### config.mk
export PLATFORM = sky130hd
export DESIGN_NAME = hazard_ctrl_unit
export DESIGN_NICKNAME = d
export VERILOG_FILES = /design/src/rtl/hazard_ctrl_unit.sv
export SDC_FILE = /design/constraint.sdc
export NUM_CORES = 1
export LEC_CHECK = 0
export CELL_PAD_IN_SITES_DETAIL_PLACEMENT = 0
export CELL_PAD_IN_SITES_GLOBAL_PLACEMENT = 1
export CORE_MARGIN = 2
export CORE_UTILIZATION = 31
export DETAILED_ROUTE_END_ITERATION = 12
export GPL_TIMING_DRIVEN = 0
export PLACE_DENSITY_LB_ADDON = 0.1
export SKIP_LAST_GASP = 1
export SYNTH_ARGS = -nofsm -noshare
export SYNTH_HDL_FRONTEND = slang
export SYNTH_SLANG_ARGS = --single-unit
### constraint.sdc
create_clock -name clk -period 2 [get_ports clk]
set_input_delay 0.4 -clock clk [delete_from_list [all_inputs] [get_ports clk]]
set_output_delay 0.4 -clock clk [all_outputs]
set_load 0.005 [all_outputs]
### src/rtl/hazard_ctrl_unit.sv
// -----------------------------------------------------------------------------
// hazard_ctrl_unit
//
// Central pipeline controller for the 5-stage core. Decides, every cycle, how
// the PC and the IF/ID, ID/EX and EX/MEM pipeline registers advance. It stalls
// for data-memory wait, multi-cycle EX operations and load-use hazards, takes
// EX-resolved redirects, and selects the EX operand forwarding paths.
//
// The control outputs are combinational in the current state and inputs, so a
// stall condition takes effect in the same cycle it is seen. The FSM state and
// the performance counters are registered.
//
// Ports:
//   clk, rst_n                  core clock, asynchronous active-low reset
//   id_rs1/rs2_addr_i, _used_i  source registers of the instruction in ID
//   ex_rs1/rs2_addr_i           source registers of the instruction in EX
//   ex_rd_addr_i, ex_mem_read_i destination / load flag of the instruction in EX
//   ex_busy_i                   multi-cycle EX operation still running
//   ex_redirect_i               EX resolved a taken branch/jump
//   mem_rd_addr_i/_reg_write_i  EX/MEM destination and write flag
//   wb_rd_addr_i/_reg_write_i   MEM/WB destination and write flag
//   dmem_wait_i                 data memory not ready
//   pc_we_o, pc_sel_o           PC update enable, 0 = PC+4 / 1 = redirect
//   *_we_o, *_flush_o           pipeline register hold / bubble controls
//   fwd_a/b_sel_o               00 regfile, 01 EX/MEM, 10 MEM/WB
//   stall_cnt_o, flush_cnt_o    saturating stall / flush cycle counters
//   state_o                     FSM state (0 BOOT, 1 RUN, 2 EX_WAIT, 3 MEM_WAIT)
// -----------------------------------------------------------------------------
module hazard_ctrl_unit #(
    parameter int REG_ADDR_WIDTH = 5,
    parameter int CNT_WIDTH      = 32
) (
    input  logic                      clk,
    input  logic                      rst_n,
    input  logic [REG_ADDR_WIDTH-1:0] id_rs1_addr_i,
    input  logic [REG_ADDR_WIDTH-1:0] id_rs2_addr_i,
    input  logic                      id_rs1_used_i,
    input  logic                      id_rs2_used_i,
    input  logic [REG_ADDR_WIDTH-1:0] ex_rs1_addr_i,
    input  logic [REG_ADDR_WIDTH-1:0] ex_rs2_addr_i,
    input  logic [REG_ADDR_WIDTH-1:0] ex_rd_addr_i,
    input  logic                      ex_mem_read_i,
    input  logic                      ex_busy_i,
    input  logic                      ex_redirect_i,
    input  logic [REG_ADDR_WIDTH-1:0] mem_rd_addr_i,
    input  logic                      mem_reg_write_i,
    input  logic [REG_ADDR_WIDTH-1:0] wb_rd_addr_i,
    input  logic                      wb_reg_write_i,
    input  logic                      dmem_wait_i,
    output logic                      pc_we_o,
    output logic                      pc_sel_o,
    output logic                      if_id_we_o,
    output logic                      if_id_flush_o,
    output logic                      id_ex_we_o,
    output logic                      id_ex_flush_o,
    output logic                      ex_mem_we_o,
    output logic                      ex_mem_flush_o,
    output logic [1:0]                fwd_a_sel_o,
    output logic [1:0]                fwd_b_sel_o,
    output logic [CNT_WIDTH-1:0]      stall_cnt_o,
    output logic [CNT_WIDTH-1:0]      flush_cnt_o,
    output logic [1:0]                state_o
);

    localparam logic [1:0] ST_BOOT     = 2'd0;
    localparam logic [1:0] ST_RUN      = 2'd1;
    localparam logic [1:0] ST_EX_WAIT  = 2'd2;
    localparam logic [1:0] ST_MEM_WAIT = 2'd3;

    localparam logic [REG_ADDR_WIDTH-1:0] REG_ZERO = {REG_ADDR_WIDTH{1'b0}};
    localparam logic [CNT_WIDTH-1:0]      CNT_ZERO = {CNT_WIDTH{1'b0}};
    localparam logic [CNT_WIDTH-1:0]      CNT_ONE  = {{(CNT_WIDTH-1){1'b0}}, 1'b1};

    // Counter increment that sticks at all-ones instead of wrapping.
    function automatic logic [CNT_WIDTH-1:0] sat_inc(input logic [CNT_WIDTH-1:0] value);
        logic [CNT_WIDTH-1:0] result;
        if (&value) begin
            result = value;
        end else begin
            result = value + CNT_ONE;
        end
        return result;
    endfunction

    // Forwarding source for one EX operand; the younger EX/MEM result wins.
    function automatic logic [1:0] fwd_select(
        input logic [REG_ADDR_WIDTH-1:0] rs,
        input logic [REG_ADDR_WIDTH-1:0] mem_rd,
        input logic                      mem_wr,
        input logic [REG_ADDR_WIDTH-1:0] wb_rd,
        input logic                      wb_wr
    );
        logic [1:0] sel;
        if (mem_wr && (mem_rd != REG_ZERO) && (mem_rd == rs)) begin
            sel = 2'b01;
        end else if (wb_wr && (wb_rd != REG_ZERO) && (wb_rd == rs)) begin
            sel = 2'b10;
        end else begin
            sel = 2'b00;
        end
        return sel;
    endfunction

    logic [1:0]           state_r;
    logic [1:0]           state_next_s;
    logic [CNT_WIDTH-1:0] stall_cnt_r;
    logic [CNT_WIDTH-1:0] flush_cnt_r;

    logic load_use_s;
    logic redirect_take_s;
    logic stall_cycle_s;
    logic pc_we_s;
    logic pc_sel_s;
    logic if_id_we_s;
    logic if_id_flush_s;
    logic id_ex_we_s;
    logic id_ex_flush_s;
    logic ex_mem_we_s;
    logic ex_mem_flush_s;

    // Load in EX whose destination is read by the instruction in ID.
    always_comb begin
        load_use_s = ex_mem_read_i && (ex_rd_addr_i != REG_ZERO) &&
                     ((id_rs1_used_i && (id_rs1_addr_i == ex_rd_addr_i)) ||
                      (id_rs2_used_i && (id_rs2_addr_i == ex_rd_addr_i)));
    end

    // Pipeline control decode and next-state selection. Once out of BOOT the
    // decision depends only on the inputs: a wait state that sees its wait
    // condition gone behaves exactly like RUN in that cycle, which is also
    // where a redirect held during the wait finally gets taken.
    always_comb begin
        pc_we_s         = 1'b1;
        pc_sel_s        = 1'b0;
        if_id_we_s      = 1'b1;
        if_id_flush_s   = 1'b0;
        id_ex_we_s      = 1'b1;
        id_ex_flush_s   = 1'b0;
        ex_mem_we_s     = 1'b1;
        ex_mem_flush_s  = 1'b0;
        redirect_take_s = 1'b0;
        state_next_s    = ST_RUN;
        case (state_r)
            ST_RUN, ST_EX_WAIT, ST_MEM_WAIT: begin
                if (dmem_wait_i) begin
                    pc_we_s      = 1'b0;
                    if_id_we_s   = 1'b0;
                    id_ex_we_s   = 1'b0;
                    ex_mem_we_s  = 1'b0;
                    state_next_s = ST_MEM_WAIT;
                end else if (ex_busy_i) begin
                    // EX holds its operation; MEM receives bubbles meanwhile.
                    pc_we_s        = 1'b0;
                    if_id_we_s     = 1'b0;
                    id_ex_we_s     = 1'b0;
                    ex_mem_flush_s = 1'b1;
                    state_next_s   = ST_EX_WAIT;
                end else if (ex_redirect_i) begin
                    // Redirect squashes the two younger instructions and
                    // therefore also resolves any load-use seen this cycle.
                    pc_sel_s        = 1'b1;
                    if_id_flush_s   = 1'b1;
                    id_ex_flush_s   = 1'b1;
                    redirect_take_s = 1'b1;
                    state_next_s    = ST_RUN;
                end else if (load_use_s) begin
                    pc_we_s       = 1'b0;
                    if_id_we_s    = 1'b0;
                    id_ex_flush_s = 1'b1;
                    state_next_s  = ST_RUN;
                end else begin
                    state_next_s = ST_RUN;
                end
            end
            default: begin
                // BOOT: everything held and bubbled for one cycle.
                pc_we_s        = 1'b0;
                if_id_we_s     = 1'b0;
                id_ex_we_s     = 1'b0;
                ex_mem_we_s    = 1'b0;
                if_id_flush_s  = 1'b1;
                id_ex_flush_s  = 1'b1;
                ex_mem_flush_s = 1'b1;
                state_next_s   = ST_RUN;
            end
        endcase
    end

    // A stall cycle is any post-BOOT cycle in which the PC does not advance.
    always_comb begin
        stall_cycle_s = (state_r != ST_BOOT) && !pc_we_s;
    end

    // FSM state register.
    always_ff @(posedge clk or negedge rst_n) begin
        if (!rst_n) begin
            state_r <= ST_BOOT;
        end else begin
            state_r <= state_next_s;
        end
    end

    // Saturating stall and flush performance counters.
    always_ff @(posedge clk or negedge rst_n) begin
        if (!rst_n) begin
            stall_cnt_r <= CNT_ZERO;
            flush_cnt_r <= CNT_ZERO;
        end else begin
            if (stall_cycle_s) begin
                stall_cnt_r <= sat_inc(stall_cnt_r);
            end else begin
                stall_cnt_r <= stall_cnt_r;
            end
            if (redirect_take_s) begin
                flush_cnt_r <= sat_inc(flush_cnt_r);
            end else begin
                flush_cnt_r <= flush_cnt_r;
            end
        end
    end

    assign pc_we_o        = pc_we_s;
    assign pc_sel_o       = pc_sel_s;
    assign if_id_we_o     = if_id_we_s;
    assign if_id_flush_o  = if_id_flush_s;
    assign id_ex_we_o     = id_ex_we_s;
    assign id_ex_flush_o  = id_ex_flush_s;
    assign ex_mem_we_o    = ex_mem_we_s;
    assign ex_mem_flush_o = ex_mem_flush_s;
    assign fwd_a_sel_o    = fwd_select(ex_rs1_addr_i, mem_rd_addr_i, mem_reg_write_i,
                                       wb_rd_addr_i, wb_reg_write_i);
    assign fwd_b_sel_o    = fwd_select(ex_rs2_addr_i, mem_rd_addr_i, mem_reg_write_i,
                                       wb_rd_addr_i, wb_reg_write_i);
    assign stall_cnt_o    = stall_cnt_r;
    assign flush_cnt_o    = flush_cnt_r;
    assign state_o        = state_r;

endmodule

==> impl_metrics.yaml <==
power:
  peakVddDrop_mv: 0.523
  p_leak_uw: 0.00270
  total_power_uw: 4300
  pwr_density_cell_nw_per_um2: 688
logic_synthesis:
  yosysWarnings: 0
  synth_ff_type: "dfrtp_1"
  synth-edff-count: 0
  yosysTopAreaCell: "dfrtp_1"
  synth-seq-area-share_pct: 43.9
  synth_seq_cells: 66
  syn_area_per_cell_sq_um: 9.83
  syn-num-nets: 430
  syn_inst: 383
  synth_top_area_share_pct: 43.9
  ys_top_cells_by_area: "dfrtp_1 44%, xnor2_1 14%, nand4_1 7.5%"
  synth.cell_area_sq_um: 3760
  yosysUniqueCellTypes: 41
  async_flop_share_pct: 100
floorplanning:
  top_level_ports: 123
  initial_core_util_pct: 31.6
  rows: 40
  die_h_um: 114
  coreArea_sq_um: 11900
  die_area_sq_um: 13000
  die_w_um: 114
cts:
  ctsRootBufferMaster: "clkbuf_16"
  clk-insertion-delay-late_ns: 0.33
  clkTransAtPathRegs_ns: 0.05
  htreeDepth: 3
  clock_path_buffers: 2
  numCtsBuffers: 9
  cts_tree: "built"
  clock_sinks: 66
critical_path:
  setup.worst_path.start_class: "register"
  r2r_cells: 6
  end_kind: "register"
  reg2reg_slack_ns: -0.10
  r2r_end: "stall_cnt_o[1]$_DFFE_PN0P_"
  crit_fanout: 5
  cp.arrival_ns: 2.32
  worstPathRequired_ns: 2.22
  worstSetupPathType: "register to register"
  r2r-start: "stall_cnt_o[21]$_DFFE_PN0P_"
timing:
  hold_violations: 0
  relSlewSlack_pct: 43.4
  fmaxAchievable_ghz: 0.476
  setup_viol: 27
  report.final.slew_viol_count: 0
  setup_slack_ns: -0.103
  finalSetupTns_ns: -0.750
  period_minus_slack_ns: 2.10
  rsz0062_at_grt: "yes"
  tightest_slew_ns: 0.849
  finalClockSkew_ns: 0.00572
  min_period_over_period_pct: 105
placement:
  dp_cells: 652
  dp_hpwl_mm: 7.66
  place.gp.congestion: 0.746
  dpl_cell_area_sq_um: 5200
  portBuffers: 122
finish:
  multi_input_area_sq_um: 2310
  drive_above_1_share_pct: 32.5
  post-route-util_pct: 52.5
  register_area_sq_um: 1670
  insertedDiodeCount: 0
  fin_area_sq_um: 6250
  final_cells: 726
  syn_to_final_growth_pct: 66.1
  n_fill_cell: 1139
  final_net_count: 623
route:
  postRouteAntennaNets: 0
  drt-total-wl_mm: 11.7
  drc_errors: 0
  first_iter_violations: 142
  num_vias: 3674
  via_per_inst: 5.06
  wl_per_cell_um: 16.2
  dr.pass1.iters: 4
grt:
  grt_pass1_wl_mm: 18.9
  grt_start_max_net_pins: 67
  grt_pass1_vias: 3694
  antenna_found_initial: 0
  track_usage_pct: 18.3
  gr-total-overflow: 0
job:
  cap_violations: 0
outcome:
  failed_checks: "setup timing"
  outcome: "finished with violations"
hold_path:
  hp-class: "primary input to asynchronous set/reset pin"
-- per-layer routing --
layer | vias up | track usage, % | routed length (um)
li1 | 1769 | - | -
met1 | 1791 | 24.2 | 5280
met2 | 99 | 29.5 | 5760
met3 | 15 | 4.24 | 497
met4 | 0 | 6.34 | 185
met5 | - | 0 | 0
-- how the worst max path moves through the flow --
stage                     depth (start not counted)                         end                        start
after floorplan                                   6  stall_cnt_o[1]$_DFFE_PN0P_  stall_cnt_o[20]$_DFFE_PN0P_
after global placement                            1  flush_cnt_o[0]$_DFFE_PN0P_                        rst_n
after detailed placement                          6              fwd_a_sel_o[1]             mem_rd_addr_i[1]
after CTS                                         7              fwd_a_sel_o[1]             mem_rd_addr_i[4]
after global routing                              6  stall_cnt_o[1]$_DFFE_PN0P_  stall_cnt_o[25]$_DFFE_PN0P_
final                                             6  stall_cnt_o[1]$_DFFE_PN0P_  stall_cnt_o[21]$_DFFE_PN0P_
-- state kept, by name, summed over array words and instances, names as in the netlist --
register and cells:
stall_cnt_o 32, state_o 2, flush_cnt_o 32
-- critical path, stage by stage, from the launching register on --
cell and delay (ns):
dfrtp_2 0.37, nand4_1 0.14, or4_4 0.55, or3_4 0.42, buf_8 0.15, nand3_4 0.06
mux2_4 0.30
-- Yosys cell counts (all sizes together), types with 2 or more instances --
master	instances
nand2	27
inv	7
nor3	15
nand4	45
o21ai	3
mux2	2
and4	7
buf	3
or2	2
xnor2	61
ha	2
or3	3
nor2	21
nor4	14
and2	5
nand3	23
and3	14
clkbuf	11
xor2	31
or4	7
dfrtp	66
-- layout make-up --
class / instances / share of cell area [%]
Tap cell: 147 / 2.94
Inverter: 7 / 0.460
Multi-Input combinational cell: 296 / 36.9
Clock inverter: 3 / 1.04
Sequential cell: 66 / 26.7
Timing Repair Buffer: 184 / 26.5
Clock buffer: 11 / 3.88
Buffer: 12 / 1.56
-- report_power, final --
part	switching [uW]	internal (uW)
Sequential	186	1470
Clock	574	1110
Combinational	369	597
-- cells in the final DEF (no fill, tap or decap), types with 13 or more instances in the layout --
cell	count
buf_4	55
nand2_1	25
dfrtp_2	14
xor2_1	31
clkdlybuf4s50_1	70
dfrtp_1	52
nand4_1	45
xnor2_1	55
nor2_1	18
nand3_1	17
buf_2	22
buf_6	19
nor3_1	13
-- logic make-up after synthesis --
| logic type | Yosys count | share of synthesized area [%] |
|---|---|---|
| adder cells (fa/ha/maj) | 2 | 0.665 |
| AO/OA/AOI/OAI | 13 | 3.03 |
| buffers and inverters | 21 | 2.26 |
| flip-flops | 66 | 43.9 |
| multiplexers | 2 | 0.598 |
| AND/OR/NAND/NOR | 187 | 28.2 |
| XOR/XNOR | 92 | 21.4 |
-- per-stage QoR --
| step | setup slack (ns) | hold WS [ns] |
|---|---|---|
| finish | -0.103 | 0.168 |
| global route | -0.167 | 0.252 |
| CTS | -0.0917 | 0.218 |
| detailed placement | -1.04 | 0.488 |
| global placement | -1.82 | 0.477 |
| floorplan | -0.0917 | 0.104 |
-- repair_timing --
item	in CTS	in global routing
cloned	0	2
endpoints found under the setup margin	73	66
pin swaps	43	42
setup buffers	32	28
hold buffers	0	0
gates resized for setup	238	56
Power figures use the tool's default switching activity.
